--- src/rtl/vfb_pkg.sv ---
// rtl/vfb_pkg.sv - shared types and bank-rotation helper for the frame-buffer scheduler
package vfb_pkg;

  typedef enum logic [1:0] {
    ST_IDLE = 2'd0,
    ST_CMD  = 2'd1,
    ST_WAIT = 2'd2
  } state_t;

  typedef logic [1:0] bank_t;

  // Pick the write bank that collides with neither the display bank nor the newest complete frame.
  function automatic bank_t next_wr_bank(input bank_t rd, input bank_t latest);
    bank_t res;
    if (rd == latest) begin
      res = (latest == 2'd2) ? 2'd0 : latest + 2'd1;
    end else begin
      res = 2'd3 - rd - latest;
    end
    return res;
  endfunction

endpackage

--- src/rtl/vfb_chan_addr.sv ---
// rtl/vfb_chan_addr.sv - per-channel frame progress: active flag, burst offset, frame-complete
module vfb_chan_addr
  import vfb_pkg::*;
#(
  parameter int          ADDR_WIDTH = 29,
  parameter int unsigned FRAME_SIZE = 32'h0020_0000,
  parameter int unsigned BURST_INC  = 64
) (
  input  logic                  clk,
  input  logic                  rst,
  input  logic                  frame_start_i,
  input  logic                  advance_i,
  output logic                  active_o,
  output logic [ADDR_WIDTH-1:0] offset_o,
  output logic                  complete_o
);

  localparam logic [ADDR_WIDTH-1:0] LAST_OFF = ADDR_WIDTH'(FRAME_SIZE - BURST_INC);
  localparam logic [ADDR_WIDTH-1:0] INC      = ADDR_WIDTH'(BURST_INC);

  logic                  active_q, active_d;
  logic                  complete_q, complete_d;
  logic [ADDR_WIDTH-1:0] offset_q, offset_d;

  // A new frame overrides any same-cycle advance so the restart always begins at offset 0.
  always_comb begin
    active_d   = active_q;
    complete_d = complete_q;
    offset_d   = offset_q;
    if (frame_start_i) begin
      active_d   = 1'b1;
      complete_d = 1'b0;
      offset_d   = '0;
    end else if (advance_i && active_q) begin
      if (offset_q == LAST_OFF) begin
        active_d   = 1'b0;
        complete_d = 1'b1;
      end else begin
        offset_d = offset_q + INC;
      end
    end
  end

  always_ff @(posedge clk) begin
    if (rst) begin
      active_q   <= 1'b0;
      complete_q <= 1'b0;
      offset_q   <= '0;
    end else begin
      active_q   <= active_d;
      complete_q <= complete_d;
      offset_q   <= offset_d;
    end
  end

  assign active_o   = active_q;
  assign offset_o   = offset_q;
  assign complete_o = complete_q;

endmodule

--- src/rtl/vfb_arbiter.sv ---
// rtl/vfb_arbiter.sv - DDR burst scheduler and triple-buffer bank manager for video in/out
module vfb_arbiter
  import vfb_pkg::*;
#(
  parameter int          ADDR_WIDTH  = 29,
  parameter int unsigned BASE_ADDR   = 0,
  parameter int unsigned FRAME_SIZE  = 32'h0020_0000,
  parameter int unsigned BURST_INC   = 64,
  parameter int unsigned BURST_WORDS = 16,
  parameter int          LEVEL_WIDTH = 10
) (
  input  logic                   clk,
  input  logic                   rst,
  input  logic                   calib_done,
  input  logic                   wr_frame_start,
  input  logic [LEVEL_WIDTH-1:0] wr_fifo_level,
  input  logic                   rd_frame_start,
  input  logic [LEVEL_WIDTH-1:0] rd_fifo_space,
  output logic                   cmd_valid,
  input  logic                   cmd_ready,
  output logic                   cmd_write,
  output logic [ADDR_WIDTH-1:0]  cmd_addr,
  input  logic                   burst_done,
  output logic [1:0]             wr_bank,
  output logic [1:0]             rd_bank,
  output logic [7:0]             frame_drop
);

  state_t                state_q, state_d;
  logic                  cmd_write_q, cmd_write_d;
  logic [ADDR_WIDTH-1:0] cmd_addr_q, cmd_addr_d;
  logic                  last_write_q, last_write_d;
  logic                  stale_q, stale_d;
  bank_t                 wr_bank_q, wr_bank_d;
  bank_t                 rd_bank_q, rd_bank_d;
  bank_t                 latest_q, latest_d;
  logic [7:0]            frame_drop_q, frame_drop_d;

  logic                  wr_active, wr_complete, rd_active, rd_complete;
  logic [ADDR_WIDTH-1:0] wr_offset, rd_offset;
  logic                  wr_elig, rd_elig, take, pick_write, done_ok;

  function automatic logic [ADDR_WIDTH-1:0] bank_base(input bank_t b);
    return ADDR_WIDTH'(BASE_ADDR) + ADDR_WIDTH'(b) * ADDR_WIDTH'(FRAME_SIZE);
  endfunction

  assign wr_elig = wr_active && (wr_fifo_level >= LEVEL_WIDTH'(BURST_WORDS));
  assign rd_elig = rd_active && (rd_fifo_space >= LEVEL_WIDTH'(BURST_WORDS));

  // A burst completing after its channel restarted belongs to the old frame and must not advance.
  assign done_ok = (state_q == ST_WAIT) && burst_done && !stale_q;

  vfb_chan_addr #(
    .ADDR_WIDTH(ADDR_WIDTH),
    .FRAME_SIZE(FRAME_SIZE),
    .BURST_INC (BURST_INC)
  ) u_wr_chan (
    .clk          (clk),
    .rst          (rst),
    .frame_start_i(wr_frame_start),
    .advance_i    (done_ok && cmd_write_q),
    .active_o     (wr_active),
    .offset_o     (wr_offset),
    .complete_o   (wr_complete)
  );

  vfb_chan_addr #(
    .ADDR_WIDTH(ADDR_WIDTH),
    .FRAME_SIZE(FRAME_SIZE),
    .BURST_INC (BURST_INC)
  ) u_rd_chan (
    .clk          (clk),
    .rst          (rst),
    .frame_start_i(rd_frame_start),
    .advance_i    (done_ok && !cmd_write_q),
    .active_o     (rd_active),
    .offset_o     (rd_offset),
    .complete_o   (rd_complete)
  );

  always_comb begin
    state_d      = state_q;
    cmd_write_d  = cmd_write_q;
    cmd_addr_d   = cmd_addr_q;
    last_write_d = last_write_q;
    stale_d      = stale_q;
    take         = 1'b0;
    pick_write   = 1'b0;
    cmd_valid    = 1'b0;
    case (state_q)
      ST_IDLE: begin
        if (calib_done && (wr_elig || rd_elig)) begin
          take       = 1'b1;
          pick_write = wr_elig && (!rd_elig || !last_write_q);
          state_d    = ST_CMD;
        end
      end
      ST_CMD: begin
        cmd_valid = 1'b1;
        if (cmd_ready) state_d = ST_WAIT;
      end
      ST_WAIT: begin
        if (burst_done) state_d = ST_IDLE;
      end
      default: state_d = ST_IDLE;
    endcase
    if (take) begin
      cmd_write_d  = pick_write;
      last_write_d = pick_write;
      cmd_addr_d   = pick_write ? bank_base(wr_bank_q) + wr_offset
                                : bank_base(rd_bank_q) + rd_offset;
      stale_d      = pick_write ? wr_frame_start : rd_frame_start;
    end else if (state_q != ST_IDLE && (cmd_write_q ? wr_frame_start : rd_frame_start)) begin
      stale_d = 1'b1;
    end
  end

  // Write completion is resolved first so a same-cycle read start picks up the fresh frame.
  always_comb begin
    latest_d     = latest_q;
    wr_bank_d    = wr_bank_q;
    rd_bank_d    = rd_bank_q;
    frame_drop_d = frame_drop_q;
    if (wr_frame_start) begin
      if (wr_complete) begin
        latest_d = wr_bank_q;
      end else if (wr_active && frame_drop_q != 8'hFF) begin
        frame_drop_d = frame_drop_q + 8'd1;
      end
    end
    if (rd_frame_start) rd_bank_d = latest_d;
    if (wr_frame_start) wr_bank_d = next_wr_bank(rd_bank_d, latest_d);
  end

  always_ff @(posedge clk) begin
    if (rst) begin
      state_q      <= ST_IDLE;
      cmd_write_q  <= 1'b0;
      cmd_addr_q   <= '0;
      last_write_q <= 1'b1;
      stale_q      <= 1'b0;
      wr_bank_q    <= 2'd0;
      rd_bank_q    <= 2'd2;
      latest_q     <= 2'd2;
      frame_drop_q <= 8'd0;
    end else begin
      state_q      <= state_d;
      cmd_write_q  <= cmd_write_d;
      cmd_addr_q   <= cmd_addr_d;
      last_write_q <= last_write_d;
      stale_q      <= stale_d;
      wr_bank_q    <= wr_bank_d;
      rd_bank_q    <= rd_bank_d;
      latest_q     <= latest_d;
      frame_drop_q <= frame_drop_d;
    end
  end

  // The read side's completion flag has no bank-rotation role; only the write frame gates latest.
  logic unused_rd_complete;
  assign unused_rd_complete = rd_complete;

  assign cmd_write  = cmd_write_q;
  assign cmd_addr   = cmd_addr_q;
  assign wr_bank    = wr_bank_q;
  assign rd_bank    = rd_bank_q;
  assign frame_drop = frame_drop_q;

endmodule

--- config.mk ---
export PLATFORM = sky130hd
export DESIGN_NAME = vfb_arbiter
export DESIGN_NICKNAME = d
export VERILOG_FILES = /design/src/rtl/vfb_pkg.sv /design/src/rtl/vfb_chan_addr.sv /design/src/rtl/vfb_arbiter.sv
export SDC_FILE = /design/constraint.sdc
export NUM_CORES = 1
export LEC_CHECK = 0
export ABC_AREA = 1
export CORE_ASPECT_RATIO = 1.1
export CORE_MARGIN = 2
export CORE_UTILIZATION = 35
export CTS_CLUSTER_SIZE = 40
export DETAILED_ROUTE_END_ITERATION = 10
export GPL_TIMING_DRIVEN = 0
export PLACE_DENSITY = 0.58
export SLEW_MARGIN = 30
export SYNTH_ARGS = -nofsm -noshare
export SYNTH_HDL_FRONTEND = slang
export SYNTH_SLANG_ARGS = --single-unit
--- constraint.sdc ---
create_clock -name clk -period 2.4 [get_ports clk]
set_input_delay 0.72 -clock clk [delete_from_list [all_inputs] [get_ports clk]]
set_output_delay 0.72 -clock clk [all_outputs]
set_load 0.02 [all_outputs]
# Yosys cells after proc, flatten, opt, wreduce, memory -nomap -nowiden
# Cells that the tools add are included.
[word_totals]
input_bits = 27
word_cells = 96
reg_bits = 109
output_inout_bits = 43
[op_classes]
n_lt_le_gt_ge = 2
eq_ne = 10
n_bitwise = 3
n_reduce_logical = 34
add_sub_neg = 8
n_mux = 25
[op_table]
columns = ["cell", "n"]
rows = [
  ["$add A23 B29 Y29", 2],
  ["$add A29 B7 Y29 const B", 2],
  ["$eq A29 B21 Y1 const B", 2],
  ["$mux W29", 1],
  ["$ge A10 B5 Y1 const B", 2],
  ["$mux W2", 8],
  ["$mux W1", 15],
  ["$logic_and A1 B1 Y1", 12],
  ["$reduce_bool A2 Y1", 6],
  ["$reduce_and A2 Y1", 5],
  ["$add A8 B1 Y8 const B", 1],
  ["$ne A8 B8 Y1 const B", 1],
  ["$ne A2 B2 Y1 const B", 3],
  ["$pmux W2 S3", 1],
  ["$reduce_and A3 Y1", 2],
  ["$eq A2 B2 Y1 const B", 2],
  ["$logic_not A1 Y1", 4],
  ["$reduce_or A2 Y1", 2],
  ["$not A1 Y1", 3],
  ["$add A2 B1 Y2 const B", 1],
  ["$eq A2 B1 Y1 const B", 1],
  ["$eq A2 B2 Y1", 1],
  ["$logic_not A2 Y1", 1],
  ["$logic_or A1 B1 Y1", 2],
  ["other kinds (2)", 2],
]

# Longest topological paths before layout
[logic_depth]
ltp_word = 9
depth_mapped = 12
mapped_depth_nobuf = 12

# Modules after synthesis
# From an unflattened synthesis, not the netlist that was laid out.
[hier_totals]
cells_unflattened = 893
area_unflattened_um2 = 5755.5
[by_module_without_submodules]
columns = ["module", "seq_area_each_um2", "cells_per_inst", "n_inst", "area_per_inst_um2"]
rows = [
  ["vfb_chan_addr", 500.5, 233, 2, 1503.9],
  ["vfb_arbiter", 960.9, 427, 1, 2747.6],
]

# Least setup slack after synthesis
# No wires, ideal clock.
[synth_timing]
path_kind = "input port to flip-flop"
startpoint = "input port wr_frame_start"
endpoint = "register wr_bank_q[1] (netlist: wr_bank[1])"
slack_ps = 504
cell_stages = 10
setup_ps = 112
n_path_buf = 0
t_arrival_ps = 1784
path_cell_list = "nand2_1 > o21ai_0 > inv_1 > nand2_1 > nand2_1 > ha_1 > inv_1 > o211ai_1 > nand2_1 > nand2_1"
[synth_via]
elab_chain_cells = 5
[synth_lines]
columns = ["item", "line", "text"]
rows = [
  ["start: declaration", "vfb_arbiter.sv:15", "input logic wr_frame_start,"],
  ["$mux W2 (*)", "vfb_arbiter.sv:124", "if (wr_frame_start) begin"],
  ["net latest_d[0]", "vfb_arbiter.sv:36", "bank_t latest_q, latest_d;"],
  ["$mux W2 (*)", "vfb_arbiter.sv:131", "if (rd_frame_start) rd_bank_d = latest_d;"],
  ["net rd_bank_d[0]", "vfb_arbiter.sv:35", "bank_t rd_bank_q, rd_bank_d;"],
  ["$sub A2 B2 Y2 (2 in a row)", "vfb_pkg.sv:18", "res = 2'd3 - rd - latest;"],
  ["$mux W2 (*)", "vfb_pkg.sv:15", "if (rd == latest) begin"],
  ["end signal: assignment", "vfb_arbiter.sv:152", "wr_bank_q <= wr_bank_d;"],
  ["end: declaration", "vfb_arbiter.sv:34", "bank_t wr_bank_q, wr_bank_d;"],
]
# The timed path passes the listed nets; every way through them passes the cells marked *.
# A chain may end at the register's enable or synchronous reset.

# Worst setup path in the final report
[layout_timing]
startpoint = "register state_q[0]"
endpoint = "output port cmd_valid"
[layout_via]
elab_chain_cells = 2
[layout_lines]
columns = ["item", "line", "text"]
rows = [
  ["start: declaration", "vfb_arbiter.sv:29", "state_t state_q, state_d;"],
  ["start signal: assignment", "vfb_arbiter.sv:147", "state_q <= state_d;"],
  ["$eq A2 B1 Y1", "vfb_arbiter.sv:90", "case (state_q)"],
  ["$mux W1", "vfb_arbiter.sv:90", ""],
  ["end: declaration", "vfb_arbiter.sv:19", "output logic cmd_valid,"],
]
# Every way passes these cells.

==> out/summary.txt <==
Number of port buffers = 55
Vias = 5549
Synth unique cells = 38
FF-to-FF path depth = 11
CORE AREA = 15700 sq um
Average routed wire per standard cell = 13.8 microns
1st-iter DRT viols = 344
Final Hold Viols = 0
Syn. warnings = 0
IO Count = 70
Worst Setup Path Type = flop to output pin
CTS Hold Buffers Added = 0
Post-synth EDFFs = 0
Ant. Diodes = 0
Sequential area share after synthesis = 32.6%
Worst-Skew Late Latency = 350 ps
Longest Clk Path Bufs = 2
Cell depth of the worst hold path = 2
Vias per cell = 4.73
H-tree Lvls = 3
CTS tree = yes
Detailed placer's ending HPWL = 12500 microns
DR DRC count = 0
Final Critical Period = 2250 ps
Cell area power density = 517 nW/um^2
Crit start category = flop
Peak Freq = 444 MHz
Worst Tran Pin Value = 615 ps
Vias in the first global route = 5080
Relative slew margins = 59.0%
# clock sinks = 91
Crit-path max FO = 3
Final setup fails = 0
Final Max Slew Viols = 0
Crit path DAT = 1530 ps
Final core utilization = 42.8%
Async set or reset register ratio after synthesis = 0%
Routed Antenna Nets = 0
CTS root buffer = clkbuf_16
Post-Route WL = 16200 microns
GP Congestion = 0.930
Clk slew on worst S/H paths = 60 ps
Initial antenna violation count = 0
Setup Fix Bufs, Post-CTS = 0
Hold Crit Class = flop to flop
Area Growth Syn to Fin = 20.2%
Register Area = 1820 sq um
Grt total ovfl = 0
Max-Cap Viols = 0
Drt pass-1 iters = 5
Yosys reg bits = 91
Die H = 136 microns
Post-Synthesis Cell Area = 5580 sq um
Die width = 124 microns
GRT Util Overall = 19.2%
Layout filler cell count = 1691
Cts repair resizes = 0
Total CTS buffers = 9
Pin count of the biggest net entering global routing = 14
Max IR drop VDD = 0.000320 V
Final worst-path cycle share = 93.8%
Share of cells above drive strength 1 = 6.58%
Initial core utilization = 35.6%
Fin nets = 1006
Row count = 48
Worst EP required = 1680 ps
P_leak = 2.67 nW
Mean post-synth cell area = 6.22 sq um
Clock Skews = 9.41 ps
Ys flop type = dfxtp_1
Unrepaired setup endpoints after global routing = false
Status = complete, no violations
Setup TNS = 0 ps
First-pass GRT wire length = 25900 microns
Synth Instances = 898
CP Capture Type = output pin
Footprint of the multi-input gates = 3260 sq um
Die area = 17000 sq um
[per-layer routing]
metal	wire length, microns	up-vias	track usage [%]
li1	-	2936	-
met1	7690	2508	25.1
met2	7730	88	32.7
met3	474	17	2.09
met4	337	0	7.55
met5	0	-	0
[where the power goes]
group          internal [mW]  leakage [nW]  switching [mW]
Combinational          0.167          1.79           0.251
Clock                  0.858         0.146           0.603
Sequential              1.56         0.738          0.0320
[logic make-up after synthesis]
family / synth area share [%]
DFF: 32.6
other: 0.0672
xor gates and xnor gates: 6.27
AOI/OAI and AO/OA: 7.69
buffers and inverters: 9.46
and+or+nand+nor: 41.4
adders and majority gates: 2.51
[final cells by class]
type | count | share of cell area [%]
clock buffers | 13 | 3.88
clock inverters | 2 | 0.522
well taps | 200 | 3.73
flip-flops and latches | 91 | 27.1
repair buffers | 55 | 8.20
multi-input cells | 691 | 48.6
plain buffers | 34 | 3.04
inverters | 87 | 4.87
[metrics by stage]
stage                     hold WS [ps]  cell area [sq um]  std cells  worst slack (ps)  power (mW)
final                              472               6710       1173               150        3.47
after floorplan                    430               5600        903               504        1.86
after detailed placement           452               6400       1158              -313        2.04
after CTS                          467               6700       1173              45.9        3.51
after global routing               494               6710       1173              1.78        3.60
after global placement             443               6400       1158              -290        2.04
[cells in the mapped netlist (4+ instances only)]
| cell type | number | share of area (%) |
|---|---|---|
| nor2_1 | 139 | 9.3 |
| nand2_1 | 301 | 20 |
| ha_1 | 8 | 1.8 |
| nor3_1 | 8 | 0.72 |
| buf_2 | 11 | 0.99 |
| clkbuf_1 | 10 | 0.67 |
| o21ai_0 | 17 | 1.5 |
| nand2_2 | 4 | 0.45 |
| nand4_1 | 6 | 0.67 |
| xnor2_1 | 15 | 2.4 |
| inv_1 | 81 | 5.4 |
| buf_4 | 6 | 0.81 |
| dfxtp_1 | 91 | 33 |
| a21oi_2 | 4 | 0.63 |
| nand3_1 | 78 | 7.0 |
| a21oi_1 | 56 | 5.0 |
| xor2_1 | 25 | 3.9 |
| inv_2 | 5 | 0.34 |
| buf_6 | 5 | 1.0 |
| nand3b_1 | 4 | 0.54 |
[sequential cells by signal (all words and copies together), names as in the netlist]
signal and flops:
u_wr_chan.offset_o 23, u_rd_chan.offset_o 23, state_q 2, rd_bank 2, frame_drop 8, u_wr_chan.complete_o 1
u_wr_chan.active_o 1, wr_bank 2, cmd_write 1, latest_q 2, cmd_addr 23, stale_q 1
u_rd_chan.active_o 1, last_write_q 1
[cell usage in the layout, fill, tap and decap left out, drive strengths merged, types with 4 or more instances in the layout]
cell and count:
a21oi 60, buf 25, clkbuf 22, clkdlybuf4s50 55
conb 6, dfxtp 91, ha 8, inv 86
nand2 306, nand3 80, nand3b 4, nand4 6
nor2 145, nor3 9, o21ai 19, xnor2 15
xor2 25
[worst paths after layout]
kind                    startpoint                     end  slack (ps)
max                     state_q[0]               cmd_valid         150
min                   cmd_addr[28]            cmd_addr[28]         470
max reg2reg  u_wr_chan.offset_o[6]  u_wr_chan.offset_o[25]         220
min reg2reg           cmd_addr[28]            cmd_addr[28]         470
[critical path: stages (launching register included)]
cell and delay, ps:
dfxtp_1 330, inv_1 70, nor2_1 160, clkdlybuf4s50_1 630
Note: power is estimated with default switching activity, not from simulation.
